==> src/rtl/cpu_mem_pkg.sv <==
// ---------------------------------------------------------------------------
// cpu_mem_pkg
// Shared types and defaults for the CPU memory-port arbiter.
//   - DEF_ADDR_W / DEF_DATA_W : default address and data widths
//   - arb_state_e             : arbiter FSM states
//   - gnt_src_e               : which requester owns the current access
// ---------------------------------------------------------------------------
package cpu_mem_pkg;

    localparam int DEF_ADDR_W = 32;
    localparam int DEF_DATA_W = 32;

    typedef enum logic [1:0] {
        IDLE   = 2'd0,
        D_WAIT = 2'd1,
        I_WAIT = 2'd2,
        RESP   = 2'd3
    } arb_state_e;

    typedef enum logic {
        GNT_IF = 1'b0,
        GNT_DM = 1'b1
    } gnt_src_e;

endpackage

==> src/rtl/mem_arb_watchdog.sv <==
// ---------------------------------------------------------------------------
// mem_arb_watchdog
// Wait-state counter that flags a memory access which never acknowledges.
// Ports:
//   clk, rst  : clock, asynchronous active-high reset
//   clear     : forces the count back to zero (used whenever no access waits)
//   enable    : counts one wait-state cycle per clock
//   expired   : high in the TIMEOUT-th consecutive enabled cycle
// ---------------------------------------------------------------------------
module mem_arb_watchdog #(
    parameter int TIMEOUT = 255
) (
    input  logic clk,
    input  logic rst,
    input  logic clear,
    input  logic enable,
    output logic expired
);

    localparam int CW = (TIMEOUT > 1) ? $clog2(TIMEOUT) : 1;

    logic [CW-1:0] count;

    // The count starts at zero in the first wait cycle, so the expiry compare
    // against TIMEOUT-1 fires on exactly the TIMEOUT-th wait cycle.
    assign expired = enable && (count == CW'(TIMEOUT - 1));

    // Count wait cycles; hold once expired so the owner has a cycle to react.
    always_ff @(posedge clk or posedge rst) begin
        if (rst) begin
            count <= '0;
        end else if (clear) begin
            count <= '0;
        end else if (enable && !expired) begin
            count <= count + 1'b1;
        end
    end

endmodule

==> src/rtl/mem_arbiter.sv <==
// ---------------------------------------------------------------------------
// mem_arbiter
// Shares one multi-cycle memory port between instruction fetch (IF) and the
// data-memory stage (DM). Data wins arbitration unless IF has already been
// passed over STARVE_LIMIT times in a row. Each access is a req/ack handshake
// with memory followed by a one-cycle ready pulse to the winning requester.
// Ports:
//   clk_i, rst_i          : clock, asynchronous active-high reset
//   if_req_i/if_addr_i    : instruction read request and address
//   if_flush_i            : discards an in-flight IF access
//   if_rdata_o/if_ready_o : fetched word and its completion pulse
//   if_stall_o            : IF request not yet completed
//   dm_req_i/dm_we_i/dm_addr_i/dm_wdata_i : data request
//   dm_rdata_o/dm_ready_o : read data and its completion pulse
//   dm_stall_o            : data request not yet completed
//   mem_req_o/mem_we_o/mem_addr_o/mem_wdata_o : backing memory request
//   mem_ack_i/mem_rdata_i : memory completion and read data
//   err_o                 : sticky timeout flag
// ---------------------------------------------------------------------------
module mem_arbiter
    import cpu_mem_pkg::*;
#(
    parameter int ADDR_W       = DEF_ADDR_W,
    parameter int DATA_W       = DEF_DATA_W,
    parameter int STARVE_LIMIT = 4,
    parameter int TIMEOUT      = 255
) (
    input  logic              clk_i,
    input  logic              rst_i,
    input  logic              if_req_i,
    input  logic [ADDR_W-1:0] if_addr_i,
    input  logic              if_flush_i,
    output logic [DATA_W-1:0] if_rdata_o,
    output logic              if_ready_o,
    output logic              if_stall_o,
    input  logic              dm_req_i,
    input  logic              dm_we_i,
    input  logic [ADDR_W-1:0] dm_addr_i,
    input  logic [DATA_W-1:0] dm_wdata_i,
    output logic [DATA_W-1:0] dm_rdata_o,
    output logic              dm_ready_o,
    output logic              dm_stall_o,
    output logic              mem_req_o,
    output logic              mem_we_o,
    output logic [ADDR_W-1:0] mem_addr_o,
    output logic [DATA_W-1:0] mem_wdata_o,
    input  logic              mem_ack_i,
    input  logic [DATA_W-1:0] mem_rdata_i,
    output logic              err_o
);

    localparam int SCW = $clog2(STARVE_LIMIT + 1);

    arb_state_e     state;
    logic [SCW-1:0] starve_cnt;
    logic           drop_q;
    logic           starve_hit;
    logic           grant_dm;
    logic           grant_if;
    gnt_src_e       gnt_src;
    logic           flushed;
    logic           wd_enable;
    logic           wd_clear;
    logic           wd_expired;

    // IF gets forced through once data has won STARVE_LIMIT times while IF waited.
    assign starve_hit = if_req_i && (starve_cnt == SCW'(STARVE_LIMIT));
    assign grant_dm   = dm_req_i && !starve_hit;
    assign grant_if   = if_req_i && !grant_dm;
    assign gnt_src    = grant_dm ? GNT_DM : GNT_IF;

    // A flush in the ack cycle itself counts, so the access is dropped either way.
    assign flushed    = drop_q || if_flush_i;

    assign wd_enable  = (state == D_WAIT) || (state == I_WAIT);
    assign wd_clear   = !wd_enable;

    assign if_stall_o = if_req_i & ~if_ready_o;
    assign dm_stall_o = dm_req_i & ~dm_ready_o;

    mem_arb_watchdog #(
        .TIMEOUT (TIMEOUT)
    ) u_watchdog (
        .clk     (clk_i),
        .rst     (rst_i),
        .clear   (wd_clear),
        .enable  (wd_enable),
        .expired (wd_expired)
    );

    // Arbiter FSM: IDLE arbitrates and launches, *_WAIT holds the memory
    // request until ack or timeout, RESP carries the one-cycle ready pulse.
    // All outputs are registered here; ready pulses default low every cycle.
    always_ff @(posedge clk_i or posedge rst_i) begin
        if (rst_i) begin
            state       <= IDLE;
            mem_req_o   <= 1'b0;
            mem_we_o    <= 1'b0;
            mem_addr_o  <= '0;
            mem_wdata_o <= '0;
            if_ready_o  <= 1'b0;
            dm_ready_o  <= 1'b0;
            if_rdata_o  <= '0;
            dm_rdata_o  <= '0;
            err_o       <= 1'b0;
            starve_cnt  <= '0;
            drop_q      <= 1'b0;
        end else begin
            if_ready_o <= 1'b0;
            dm_ready_o <= 1'b0;
            case (state)
                IDLE: begin
                    drop_q <= 1'b0;
                    if (grant_dm || grant_if) begin
                        mem_req_o <= 1'b1;
                        if (gnt_src == GNT_DM) begin
                            mem_we_o    <= dm_we_i;
                            mem_addr_o  <= dm_addr_i;
                            mem_wdata_o <= dm_wdata_i;
                            if (!if_req_i) begin
                                starve_cnt <= '0;
                            end else if (starve_cnt != SCW'(STARVE_LIMIT)) begin
                                starve_cnt <= starve_cnt + 1'b1;
                            end
                            state <= D_WAIT;
                        end else begin
                            mem_we_o    <= 1'b0;
                            mem_addr_o  <= if_addr_i;
                            mem_wdata_o <= '0;
                            starve_cnt  <= '0;
                            state       <= I_WAIT;
                        end
                    end
                end
                D_WAIT: begin
                    if (mem_ack_i) begin
                        mem_req_o <= 1'b0;
                        if (!mem_we_o) begin
                            dm_rdata_o <= mem_rdata_i;
                        end
                        dm_ready_o <= 1'b1;
                        state      <= RESP;
                    end else if (wd_expired) begin
                        mem_req_o  <= 1'b0;
                        err_o      <= 1'b1;
                        dm_rdata_o <= '0;
                        dm_ready_o <= 1'b1;
                        state      <= RESP;
                    end
                end
                I_WAIT: begin
                    if (mem_ack_i || wd_expired) begin
                        mem_req_o <= 1'b0;
                        drop_q    <= 1'b0;
                        if (!mem_ack_i) begin
                            err_o <= 1'b1;
                        end
                        if (flushed) begin
                            state <= IDLE;
                        end else begin
                            if_rdata_o <= mem_ack_i ? mem_rdata_i : '0;
                            if_ready_o <= 1'b1;
                            state      <= RESP;
                        end
                    end else begin
                        drop_q <= flushed;
                    end
                end
                RESP: begin
                    state <= IDLE;
                end
                default: begin
                    state <= IDLE;
                end
            endcase
        end
    end

endmodule
==> config.mk <==
export PLATFORM = sky130hd
export DESIGN_NAME = mem_arbiter
export DESIGN_NICKNAME = d
export VERILOG_FILES = /design/src/rtl/cpu_mem_pkg.sv /design/src/rtl/mem_arb_watchdog.sv /design/src/rtl/mem_arbiter.sv
export SDC_FILE = /design/constraint.sdc
export NUM_CORES = 1
export LEC_CHECK = 0
export ABC_AREA = 1
export CAP_MARGIN = 20
export CELL_PAD_IN_SITES_DETAIL_PLACEMENT = 1
export CELL_PAD_IN_SITES_GLOBAL_PLACEMENT = 1
export CORE_MARGIN = 2
export CORE_UTILIZATION = 33
export DETAILED_ROUTE_END_ITERATION = 16
export PLACE_DENSITY = 0.88
export SYNTH_ARGS = -nofsm -noshare
export SYNTH_HDL_FRONTEND = slang
export SYNTH_SLANG_ARGS = --single-unit
==> constraint.sdc <==
create_clock -name clk_i -period 10.1 [get_ports clk_i]
set_input_delay 2.02 -clock clk_i [delete_from_list [all_inputs] [get_ports clk_i]]
set_output_delay 2.02 -clock clk_i [all_outputs]
set_load 0.005 [all_outputs]
==> impl_metrics.toml <==
[critical_path]
crit_type = "input port to primary output"
worst-path-max-fanout = 4
cp.required_ns = 8.08
startpoint_type = "input port"
end_kind = "primary output"
cp.arrival_ns = 3.29

[sta]
timing.final.crit_share = 0.526
rsz0062_at_grt = "false"
tns_ns = 0
worst_slew_pin_slew_ns = 1.01
fmax_ghz = 0.188
timing_max_transition_violations_final = 0
setup-violations-final = 0
final.setup_skew_ns = 0.00941
slew_headroom = 0.325
period_needed_ns = 5.31
final_hold_viol_count = 0

[synth]
seq_area_frac_synth = 0.584
mappedNetlistArea_sq_um = 6300
synthFlopType = "dfrtp_1"
syn_area_per_cell_sq_um = 9.15
ys_warn_count = 0
ys_ff_latch = 147
ys_types = 25
async_reset_ff_frac = 1.00
synth_edf_count = 0
syn_nets = 832
synth_cells = 689

[clocking]
htree_levels = 4
clockBufferDepth = 2
cts_tree = "built"
clock-sinks = 147
post_cts_buffers = 0
cts-root-buf = "clkbuf_16"
clk_latency_ns = 0.42
post_cts_resized = 0
cts_hold_buf = 0
cts_buffers = 17
clk_pin_slew_ns = 0.06

[pwr]
p_switching_uw = 915
powerDensity_nw_per_um2 = 279
p_leak_nw = 4.31
ir_worst_vdd_mv = 0.109
netSwitchingFraction = 0.337
clkPwrFrac = 0.230
seqPwrFrac = 0.362
power.internal_mw = 1.80
pwr-share-comb = 0.408

[finish]
synthToLayoutAreaGrowth_pct = 54.1
fin_nets = 1084
nFillCells = 2142
stdcell_area_sq_um = 9720
antenna_cells = 0
final_util = 0.519
drive_above_1_share = 0.0933

[grt]
grt_max_degree = 79
grt_pass1_vias = 6167
antenna_found_initial = 0
track_usage = 0.205
grt-ovfl-total = 0
grt_first_pass_wirelength_um = 32500

[detailed_routing]
drt-pass1-iter-count = 4
postRouteAntennaNets = 0
vias = 5743
drt-total-wl_um = 19900
via_per_inst = 4.83
wl_per_cell_um = 16.8
drt_iter0_drc = 179
drc = 0

[floorplanning]
die_h_um = 142
num_rows = 50
dieArea_sq_um = 20200
core_sq_um = 18700
io-pin-count = 270
initial_core_util = 0.337
die_w_um = 142

[placement]
hpwl_um = 14200
dpl_cell_area_sq_um = 9140
gp_congestion = 0.744
io_buffers = 269

[job]
drv_cap = 0

[hold_path]
hold_path_class = "register to register"

[outcome]
status = "complete, no violations"
sequential cells by signal, indices dropped and copies added, names as in the netlist:
name and cells:
mem_we_o 1, state 2, if_ready_o 1, drop_q 1, mem_addr_o 32, mem_wdata_o 32, if_rdata_o 32, starve_cnt 3
dm_ready_o 1, err_o 1, u_watchdog.count 8, dm_rdata_o 32, mem_req_o 1
layer usage:
layer,part of all wire,track usage,wire length [um],up-vias
li1,-,-,-,2756
met1,0.41,0.241,8100,2749
met2,0.48,0.349,9670,225
met3,0.099,0.0814,1970,13
met4,0.0096,0.0516,191,0
met5,0,0,0,-
Yosys cell counts (3+ instances only):
cell type  instances  area, sq um
a21oi_1            4         20.0
buf_2             16         80.1
buf_6              6         67.6
clkbuf_1          20         75.1
dfrtp_1          147         3680
ha_1               8          100
inv_1             26         97.6
nand2_1          201          754
nand2_2           19          119
nand3_1           43          215
nor2_1            41          154
nor3_1             4         20.0
o21ai_0           75          375
o21ai_1           41          205
o21ai_2           23          201
o22ai_1            3         18.8
worst max-delay path: stages:
cell and delay, ns:
clkdlybuf4s50_1 0.52, inv_1 0.13, nor2_1 0.10, clkdlybuf4s50_1 0.52
power by group through the flow:
stage | Combinational, mW | Sequential, mW | Clock [mW]
after floorplan | 0.429 | 1.00 | 0
final | 1.11 | 0.984 | 0.624
after global placement | 1.09 | 0.979 | 0
after global routing | 1.24 | 1.02 | 0.665
after detailed placement | 1.12 | 0.992 | 0
after CTS | 1.13 | 0.987 | 0.641
final timing paths:
check | startpoint | to | slack, ns | cells past startpoint
max | if_req_i | if_stall_o | 4.79 | 4
min in group asynchronous | rst_i | if_ready_o$_DFF_PP0_ | 2.06 | 2
max reg2reg | u_watchdog.count[0]$_DFFE_PP0P_ | if_rdata_o[2]$_DFFE_PP0P_ | 7.56 | 8
max in group asynchronous | rst_i | mem_wdata_o[15]$_DFFE_PP0P_ | 6.59 | 3
min reg2reg | mem_wdata_o[1]$_DFFE_PP0P_ | mem_wdata_o[1]$_DFFE_PP0P_ | 0.48 | 2
min | mem_wdata_o[1]$_DFFE_PP0P_ | mem_wdata_o[1]$_DFFE_PP0P_ | 0.48 | 2
kinds of logic after synthesis:
kind of cell,after synthesis,synth area share
AOI/OAI and AO/OA,150,0.135
xor gates and xnor gates,2,0.00278
and+or+nand+nor,314,0.212
adders and majority gates,8,0.0159
buffers and inverters,68,0.0508
DFF,147,0.584
area by class of cell:
cell class,count,area (sq um),area share
flip-flops and latches,147,3680,0.379
repair buffers,275,2740,0.282
multi-input cells,474,2320,0.239
clock buffers,18,439,0.0452
well taps,234,293,0.0301
clock inverters,14,141,0.0146
inverters,26,103,0.0106
through the flow:
step                std cells  power, mW  setup slack (ns)  hold WS [ns]
CTS                      1188       2.76              4.77         0.484
global route             1188       2.92              4.72         0.499
finish                   1188       2.72              4.79         0.479
global placement         1156       2.07              4.82         0.460
detailed placement       1156       2.11              4.77         0.465
floorplan                 689       1.43              4.13         0.468
cell usage in the layout (no fill, tap or decap), types with 2 or more instances in the layout:
cell type,count
nand3_4,3
clkdlybuf4s50_1,269
o21ai_2,23
o21ai_1,41
buf_4,6
inv_6,9
nand2_1,201
clkbuf_16,17
ha_1,8
inv_1,23
o22ai_1,3
xor2_1,2
nor3_1,4
nand2_2,19
nand3_1,43
nor2_1,41
o21ai_0,75
dfrtp_1,147
a21oi_1,3
o21bai_1,2
clkinvlp_4,4
inv_2,2
Power figures use the tool's default switching activity.
